$ cat config.mk
export PLATFORM = sky130hd
export DESIGN_NAME = ahbl_dma_master
export DESIGN_NICKNAME = d
export VERILOG_FILES = /design/src/rtl/ahbl_pkg.sv /design/src/rtl/ahbl_lane_align.sv /design/src/rtl/ahbl_dma_master.sv
export SDC_FILE = /design/constraint.sdc
export NUM_CORES = 1
export LEC_CHECK = 0
export ABC_AREA = 1
export CORE_ASPECT_RATIO = 0.6
export CORE_UTILIZATION = 30
export DETAILED_ROUTE_END_ITERATION = 16
export GPL_TIMING_DRIVEN = 0
export PLACE_DENSITY = 0.54
export SYNTH_ARGS = -nofsm -noshare
export SYNTH_HDL_FRONTEND = slang
export SYNTH_HIERARCHICAL = 1
export SYNTH_SLANG_ARGS = --single-unit
$ cat constraint.sdc
create_clock -name HCLK -period 2.8 [get_ports HCLK]
set_input_delay 0.56 -clock HCLK [delete_from_list [all_inputs] [get_ports HCLK]]
set_output_delay 0.56 -clock HCLK [all_outputs]
set_load 0.03 [all_outputs]
$ cat src/rtl/ahbl_pkg.sv
// Shared AHB-Lite definitions: transfer/size codes, DMA state encoding and
// the element alignment rule used by bus masters.
package ahbl_pkg;

  localparam int unsigned ADDR_W = 32;
  localparam int unsigned DATA_W = 32;

  typedef enum logic [1:0] {
    HTRANS_IDLE   = 2'b00,
    HTRANS_BUSY   = 2'b01,
    HTRANS_NONSEQ = 2'b10,
    HTRANS_SEQ    = 2'b11
  } htrans_e;

  typedef enum logic [2:0] {
    HSIZE_BYTE = 3'b000,
    HSIZE_HALF = 3'b001,
    HSIZE_WORD = 3'b010
  } hsize_e;

  typedef enum logic [2:0] {
    ST_IDLE,
    ST_RD_ADDR,
    ST_RD_DATA,
    ST_WR_ADDR,
    ST_WR_DATA,
    ST_FIN,
    ST_ERR
  } dma_state_e;

  // True when an element of size code sz may start at a byte address ending in lo.
  function automatic logic addr_aligned(input logic [1:0] sz, input logic [1:0] lo);
    case (sz)
      2'b00:   addr_aligned = 1'b1;
      2'b01:   addr_aligned = ~lo[0];
      2'b10:   addr_aligned = (lo == 2'b00);
      default: addr_aligned = 1'b0;
    endcase
  endfunction

endpackage

$ cat src/rtl/ahbl_lane_align.sv
// Byte-lane steering for a 32-bit little-endian AHB master: pulls an element
// out of its read lane and replicates a write element across all lanes.
module ahbl_lane_align
  import ahbl_pkg::*;
(
  input  logic [2:0]        size_i,
  input  logic [1:0]        addr_lo_i,
  input  logic [DATA_W-1:0] rdata_i,
  input  logic [DATA_W-1:0] wbuf_i,
  output logic [DATA_W-1:0] rd_elem_c,
  output logic [DATA_W-1:0] wdata_c
);

  always_comb begin
    rd_elem_c = rdata_i;
    wdata_c   = wbuf_i;
    case (size_i)
      HSIZE_BYTE: begin
        rd_elem_c = {24'h0, rdata_i[{addr_lo_i, 3'b000} +: 8]};
        wdata_c   = {4{wbuf_i[7:0]}};
      end
      HSIZE_HALF: begin
        rd_elem_c = {16'h0, rdata_i[{addr_lo_i[1], 4'b0000} +: 16]};
        wdata_c   = {2{wbuf_i[15:0]}};
      end
      default: ;
    endcase
  end

endmodule

$ cat src/rtl/ahbl_dma_master.sv
// Single-channel, non-pipelined AHB-Lite copy engine: one read beat then one
// write beat per element, with all bus and status outputs registered.
module ahbl_dma_master
  import ahbl_pkg::*;
#(
  parameter int unsigned CNT_W = 16
) (
  input  logic              HCLK,
  input  logic              HRESETn,
  input  logic              start,
  input  logic [ADDR_W-1:0] src_addr,
  input  logic [ADDR_W-1:0] dst_addr,
  input  logic [CNT_W-1:0]  count,
  input  logic [1:0]        size,
  output logic              busy,
  output logic              done,
  output logic              error,
  output logic [ADDR_W-1:0] HADDR,
  output logic [1:0]        HTRANS,
  output logic [2:0]        HSIZE,
  output logic              HWRITE,
  output logic [DATA_W-1:0] HWDATA,
  input  logic              HREADY,
  input  logic [DATA_W-1:0] HRDATA,
  input  logic              HRESP
);

  dma_state_e        state_q, state_d;
  logic [ADDR_W-1:0] src_q, src_d, dst_q, dst_d;
  logic [CNT_W-1:0]  cnt_q, cnt_d;
  logic [1:0]        size_q, size_d;
  logic [DATA_W-1:0] buf_q, buf_d;

  logic [ADDR_W-1:0] haddr_q, haddr_d;
  logic [1:0]        htrans_q, htrans_d;
  logic [2:0]        hsize_q, hsize_d;
  logic              hwrite_q, hwrite_d;
  logic [DATA_W-1:0] hwdata_q, hwdata_d;
  logic              busy_q, busy_d, done_q, done_d, error_q, error_d;

  logic [DATA_W-1:0] rd_elem_c, wdata_c;
  logic [ADDR_W-1:0] step_c;

  assign step_c = ADDR_W'(1) << size_q;

  ahbl_lane_align u_lane (
    .size_i    ({1'b0, size_q}),
    .addr_lo_i (src_q[1:0]),
    .rdata_i   (HRDATA),
    .wbuf_i    (buf_q),
    .rd_elem_c (rd_elem_c),
    .wdata_c   (wdata_c)
  );

  // Sequencing; bus outputs are decoded from the next state so they are
  // valid in the first cycle of each phase.
  always_comb begin
    state_d = state_q;
    src_d   = src_q;
    dst_d   = dst_q;
    cnt_d   = cnt_q;
    size_d  = size_q;
    buf_d   = buf_q;

    case (state_q)
      ST_IDLE: begin
        if (start) begin
          src_d  = src_addr;
          dst_d  = dst_addr;
          cnt_d  = count;
          size_d = size;
          if (!(addr_aligned(size, src_addr[1:0]) && addr_aligned(size, dst_addr[1:0])))
            state_d = ST_ERR;
          else if (count == '0)
            state_d = ST_FIN;
          else
            state_d = ST_RD_ADDR;
        end
      end
      ST_RD_ADDR: if (HREADY) state_d = ST_RD_DATA;
      ST_RD_DATA: begin
        if (HRESP) begin
          state_d = ST_ERR;
        end else if (HREADY) begin
          buf_d   = rd_elem_c;
          state_d = ST_WR_ADDR;
        end
      end
      ST_WR_ADDR: if (HREADY) state_d = ST_WR_DATA;
      ST_WR_DATA: begin
        if (HRESP) begin
          state_d = ST_ERR;
        end else if (HREADY) begin
          src_d   = src_q + step_c;
          dst_d   = dst_q + step_c;
          cnt_d   = cnt_q - CNT_W'(1);
          state_d = (cnt_q == CNT_W'(1)) ? ST_FIN : ST_RD_ADDR;
        end
      end
      ST_FIN:  state_d = ST_IDLE;
      ST_ERR:  state_d = ST_IDLE;
      default: state_d = ST_IDLE;
    endcase

    htrans_d = HTRANS_IDLE;
    haddr_d  = haddr_q;
    hsize_d  = hsize_q;
    hwrite_d = hwrite_q;
    hwdata_d = hwdata_q;
    case (state_d)
      ST_RD_ADDR: begin
        htrans_d = HTRANS_NONSEQ;
        haddr_d  = src_d;
        hsize_d  = {1'b0, size_d};
        hwrite_d = 1'b0;
      end
      ST_WR_ADDR: begin
        htrans_d = HTRANS_NONSEQ;
        haddr_d  = dst_d;
        hsize_d  = {1'b0, size_d};
        hwrite_d = 1'b1;
      end
      ST_WR_DATA: hwdata_d = wdata_c;
      default: ;
    endcase

    busy_d  = (state_d != ST_IDLE);
    done_d  = (state_d == ST_FIN);
    error_d = (state_d == ST_ERR);
  end

  always_ff @(posedge HCLK or negedge HRESETn) begin
    if (!HRESETn) begin
      state_q  <= ST_IDLE;
      src_q    <= '0;
      dst_q    <= '0;
      cnt_q    <= '0;
      size_q   <= '0;
      buf_q    <= '0;
      haddr_q  <= '0;
      htrans_q <= HTRANS_IDLE;
      hsize_q  <= '0;
      hwrite_q <= 1'b0;
      hwdata_q <= '0;
      busy_q   <= 1'b0;
      done_q   <= 1'b0;
      error_q  <= 1'b0;
    end else begin
      state_q  <= state_d;
      src_q    <= src_d;
      dst_q    <= dst_d;
      cnt_q    <= cnt_d;
      size_q   <= size_d;
      buf_q    <= buf_d;
      haddr_q  <= haddr_d;
      htrans_q <= htrans_d;
      hsize_q  <= hsize_d;
      hwrite_q <= hwrite_d;
      hwdata_q <= hwdata_d;
      busy_q   <= busy_d;
      done_q   <= done_d;
      error_q  <= error_d;
    end
  end

  assign HADDR  = haddr_q;
  assign HTRANS = htrans_q;
  assign HSIZE  = hsize_q;
  assign HWRITE = hwrite_q;
  assign HWDATA = hwdata_q;
  assign busy   = busy_q;
  assign done   = done_q;
  assign error  = error_q;

endmodule

Yosys cells after proc, flatten, opt, wreduce, memory -nomap -nowiden

Cells that the tools add are included.

$add $sub $neg: 3
Equal/unequal tests: 16
Shifts and indexed selects: 3
Muxes and demuxes: 36
Bitwise operators: 3
Reduce and logical (&&, ||, !) cells: 13

Operator list:

| cell                                                                 | number |
|---|---|
| 32-bit one-hot mux with 2 select lines                               | 5 |
| 32-bit two-way mux                                                   | 6 |
| 32-bit adder                                                         | 2 |
| 16-bit two-way mux                                                   | 3 |
| 16-bit one-hot mux with 2 select lines                               | 1 |
| 32-bit by 6-bit indexed part select with 16-bit output               | 1 |
| 32-bit by 6-bit indexed part select with 8-bit output                | 1 |
| 1-bit by 2-bit left shift with 32-bit output, first input constant   | 1 |
| 3-bit two-way mux                                                    | 10 |
| 16-bit by 1-bit == test with 1-bit output, second input constant     | 1 |
| 16-bit logical NOT                                                   | 1 |
| 16-bit by 1-bit subtractor with 16-bit output, second input constant | 1 |
| 3-bit one-hot mux with 5 select lines                                | 1 |
| 3-bit == test, second input constant                                 | 4 |
| 3-bit by 2-bit == test with 1-bit output, second input constant      | 3 |
| 3-bit by 1-bit == test with 1-bit output, second input constant      | 2 |
| 2-bit logical NOT                                                    | 3 |
| 3-bit logical NOT                                                    | 2 |
| 2-bit two-way mux                                                    | 3 |
| 2-bit != test, second input constant                                 | 3 |
| 1-bit one-hot mux with 3 select lines                                | 2 |
| 2-bit by 1-bit == test with 1-bit output, second input constant      | 2 |
| 1-bit two-way mux                                                    | 4 |
| 4-bit AND reduction                                                  | 1 |
| other kinds (8)                                                      | 11 |

Bits in registers: 189
Input port bits: 119
Output and inout bits: 73

Depth between registers and ports, before layout

Word-level depth: 11
Mapped depth: 20
Mapped depth without buffers: 19

Cells and area by module

The synthesis kept the hierarchy.

Modules (own cells, without submodules):

| module          | times used | cells each | area each (um2) | sequential area each (um2) |
|---|---|---|---|---|
| ahbl_dma_master | 1          | 1490       | 10511.3         | 4704.5 |
| ahbl_lane_align | 1          | 240        | 1097.3          | 0.0 |

Worst setup path before layout

Ideal clock, no wire load.

Kind: register -> register
Start: register size_q[0]
End: register haddr_q[30] (netlist: HADDR[30])
Library setup time: 124 ps
Arrival: 2075 ps
Path slack: 601 ps
Cell stages (with the launch flop): 16
Buffers on the path: 1
Cell sequence: dfrtp_1 > buf_4 > nor2_1 > ha_1 > ha_1 > inv_1 > nand2_1 > nand3_1 > nand2_1 > nand4_1 > nor2_1 > nand3_1 > nand3_1 > nand2_1 > nand2_1 > nand3_1

Cells in the longest elaborated chain, start to end: 6
Elaborated cells between the ends (all ways): 10

Ends and longest elaborated chain:

| item                                         | line                   | text |
|---|---|---|
| start: declaration                           | ahbl_dma_master.sv:31  | `logic [1:0] size_q, size_d;` |
| start signal: assignment                     | ahbl_dma_master.sv:153 | `size_q <= size_d;` |
| 1-bit by 2-bit left shift with 32-bit output | ahbl_dma_master.sv:44  | `assign step_c = ADDR_W'(1) << size_q;` |
| 32-bit adder                                 | ahbl_dma_master.sv:94  | `src_d = src_q + step_c;` |
| 32-bit two-way mux                           | ahbl_dma_master.sv:93  | `end else if (HREADY) begin` |
| 32-bit two-way mux                           | ahbl_dma_master.sv:91  | `if (HRESP) begin` |
| 32-bit one-hot mux with 2 select lines       | ahbl_dma_master.sv:65  | `case (state_q)` |
| named net src_d[30]                          | ahbl_dma_master.sv:29  | `logic [ADDR_W-1:0] src_q, src_d, dst_q, dst_d;` |
| 32-bit one-hot mux with 2 select lines       | ahbl_dma_master.sv:110 | `case (state_d)` |
| end signal: assignment                       | ahbl_dma_master.sv:155 | `haddr_q <= haddr_d;` |
| end: declaration                             | ahbl_dma_master.sv:34  | `logic [ADDR_W-1:0] haddr_q, haddr_d;` |

The timed path passes the listed nets, and every way through them passes these cells.
A chain may end at the register's enable or synchronous reset.

Final worst setup path

Start: register state_q[1]
End: register haddr_q[5] (netlist: HADDR[5])

Elaborated cells between the ends (all ways): 19

RTL lines:

| item                                               | line                   | text |
|---|---|---|
| start: declaration                                 | ahbl_dma_master.sv:28  | `dma_state_e state_q, state_d;` |
| start signal: assignment                           | ahbl_dma_master.sv:149 | `state_q <= state_d;` |
| 3-bit == test or 3-bit logical NOT (tied branches) | ahbl_dma_master.sv:65  |  |
| 32-bit one-hot mux with 2 select lines (*)         | ahbl_dma_master.sv:65  |  |
| named net dst_d[5]                                 | ahbl_dma_master.sv:29  |  |
| 32-bit one-hot mux with 2 select lines (*)         | ahbl_dma_master.sv:110 |  |

The timed path passes the listed nets; every way through them passes the cells marked *.

==> summary.txt <==
status: finished clean
Post-Synthesis Mean Instance Area: 6.710 um^2
number of buffers and inverters on the critical path: 3
CTS tree: yes
LEAKAGE: 7.125 nW
placed cells: 2436
Synth warnings: 6
fin crit share: 97.68%
drt drc: 0
VDD IR max: 512.6 uV
# clock sinks: 188
num rows: 55
placer congestion estimate: 0.9633
Fin Hold WS: 0.1161 ns
initial core utilization: 30.62%
vias in the first global route: 11.67k
PwrDens: 1096 nW/um^2
CP max stage cell: clkdlybuf4s15_1
critical path class: reg2reg
critical path endpoint category: flop
Area contributors post-synth: dfrtp_1, nand2_1, nand3_1
Placeable Area: 37920 um^2
routed via count: 12.62k
initial antenna violation count: 3
Area growth syn-to-layout: 28.33%
cell family with most CP delay: buffers and inverters
global route overflow: 0
Setup Skew: 0.01902 ns
fin crit period: 2.735 ns
Commonest cells post-synth: nand2_1, dfrtp_1, inv_1, nand3_1, nor2_1
DRT Pass-1 Iters: 8
worst rel slew slack: 37.69%
worst slew pin tran: 0.9346 ns
drt wl/cell: 19.40 um
area of the die: 39510 um^2
num ports: 192
post-synthesis sequential area ratio: 40.53%
final setup TNS: 0 ns
cells along the critical path: nor2_4 -> inv_2 -> nor2_4 -> nand2_2 -> inv_2 -> clkdlybuf4s15_1 -> nand2_1 -> o211ai_1 -> nand2_1 -> nand3_1
drt total wl: 48.04 mm
Place WS: -0.6230 ns
Post-DRT Antenna Nets: 0
clock-pin slew on the worst setup and hold paths: 0.07 ns
Die H: 154.4 um
worst skew pair latency: 0.48 ns
layout cells sized above 1: 7.187%
worst hold path class: in2async
first-pass GRT wire length: 72.12 mm
final worst setup slack: 0.06495 ns
CP max stage delay: 0.75 ns
largest net degree at the start of global routing: 106
post-layout power: 16.33 mW
Worst EP arrival: 3.14 ns
Async SR Flop Fraction: 100.0%
number of synthesized flops with an enable pin: 0
clock root cell: clkbuf_16
worst-path maximum fanout: 10
final slew viol count: 0
PortBufs: 189
Sequential Area: 4707 um^2
Netlist cell types: 44
multi-input gate area in the final layout: 5813 um^2
Seq cells post-synth: 188
GRT Total Usage: 24.31%
Final Instance Area: 14900 um^2
H-tree levels: 4
FF-to-FF path depth: 10
maximum buffer depth of the clock tree: 2
Finished Layout Cells: 2477
startpoint class of the critical path: flop
total CTS buffers: 17
final hold viol count: 0
share of the synthesized area in the top cell type: 40.53%
First DRT Iteration DRCs: 1346
cells after synthesis: 1730
layout net count: 2076
FF-to-FF setup slack: 0.06 ns
WP data required: 3.20 ns
Post-Syn Area: 11610 um^2
max cap viols: 0
fillers: 4029
placed inst area: 14190 um^2
RSZ-0062 raised after global routing: yes
CTS Hold Bufs: 0
Vias/cell: 5.094
Main synth FF type: dfrtp_1
HPWL Detailed: 37.04 mm
Achievable Freq: 365.6 MHz
Die X: 256.0 um
post-synth top area cell: dfrtp_1
Layout Utilization: 39.29%
WP depth: 10
final setup fails: 0
count leader, synth: nand2_1
layer usage:
metal	global-route usage [%]	vias up	wire length (um)	share of wire (%)
met5	0	-	0	0
met4	5.902	0	595	1.2
met3	4.933	43	4613	9.6
met2	31.64	538	18400	38
met1	39.34	6079	24440	51
li1	-	5957	-	-
worst paths after layout:
| kind | endpoint | start |
|---|---|---|
| max reg2reg | HADDR[5] | state_q[1] |
| min reg2reg | HWDATA[17] | HWDATA[17] |
| max in group asynchronous | dst_q[17] | HRESETn |
| min | dst_q[3] | HRESETn |
| min in group HCLK | HWDATA[17] | HWDATA[17] |
| max | HADDR[5] | state_q[1] |
worst register-to-register path, cell delays in order (launching register included):
cell and delay [ns]:
dfrtp_1 0.45, nor2_4 0.19, inv_2 0.10, nor2_4 0.15
nand2_2 0.17, inv_2 0.20, clkdlybuf4s15_1 0.75, nand2_1 0.12
o211ai_1 0.31, nand2_1 0.14, nand3_1 0.10
state kept, by name, indices dropped and copies added, names as in the netlist:
| signal | flops |
|---|---|
| HADDR | 32 |
| HSIZE | 2 |
| HTRANS | 1 |
| HWDATA | 32 |
| HWRITE | 1 |
| buf_q | 32 |
| busy | 1 |
| cnt_q | 16 |
| done | 1 |
| dst_q | 32 |
| error | 1 |
| size_q | 2 |
| src_q | 32 |
| state_q | 3 |
cell usage in the layout (no fill, tap or decap), types with 17 or more instances in the layout:
master	n
nand2_1	633
dfrtp_1	186
clkdlybuf4s50_1	185
inv_1	184
nand3_1	183
nor2_1	112
o21ai_0	83
a21oi_1	73
nor3_1	32
nand4_1	31
buf_4	28
clkbuf_1	26
buf_2	24
o211ai_1	21
clkbuf_16	17
kinds of logic (layout without fill, tap and decap cells):
| group | after synthesis | count (layout) | share of synthesized area [%] |
|---|---|---|---|
| buffers and inverters | 276 | 505 | 10.08 |
| DFF | 188 | 188 | 40.53 |
| xor gates and xnor gates | 11 | 11 | 0.8299 |
| and+or+nand+nor | 1036 | 1036 | 37.69 |
| adders and majority gates | 8 | 8 | 0.8623 |
| AOI/OAI and AO/OA | 210 | 210 | 9.981 |
| other | 1 | 6 | 0.03230 |
power by group:
group	internal [mW]	switching, mW
combinational	2.85	6.04
sequential	3.88	1.07
clock	1.28	1.21
layout make-up:
class	instances	share of cell area (%)
inverter	197	4.964
clock inverter	12	0.7475
timing repair buffer	197	13.30
antenna	2	0.03360
buffer	79	2.965
multi-input combinational	1269	39.02
tap	513	4.309
sequential	188	31.60
clock buffer	20	3.066
repair_timing:
action,CTS,global route
cloned,0,0
gates resized for setup,11,19
pin swaps,2,4
buffers inserted,1,6
endpoints found under the setup margin,29,40
Power figures use the tool's default switching activity.
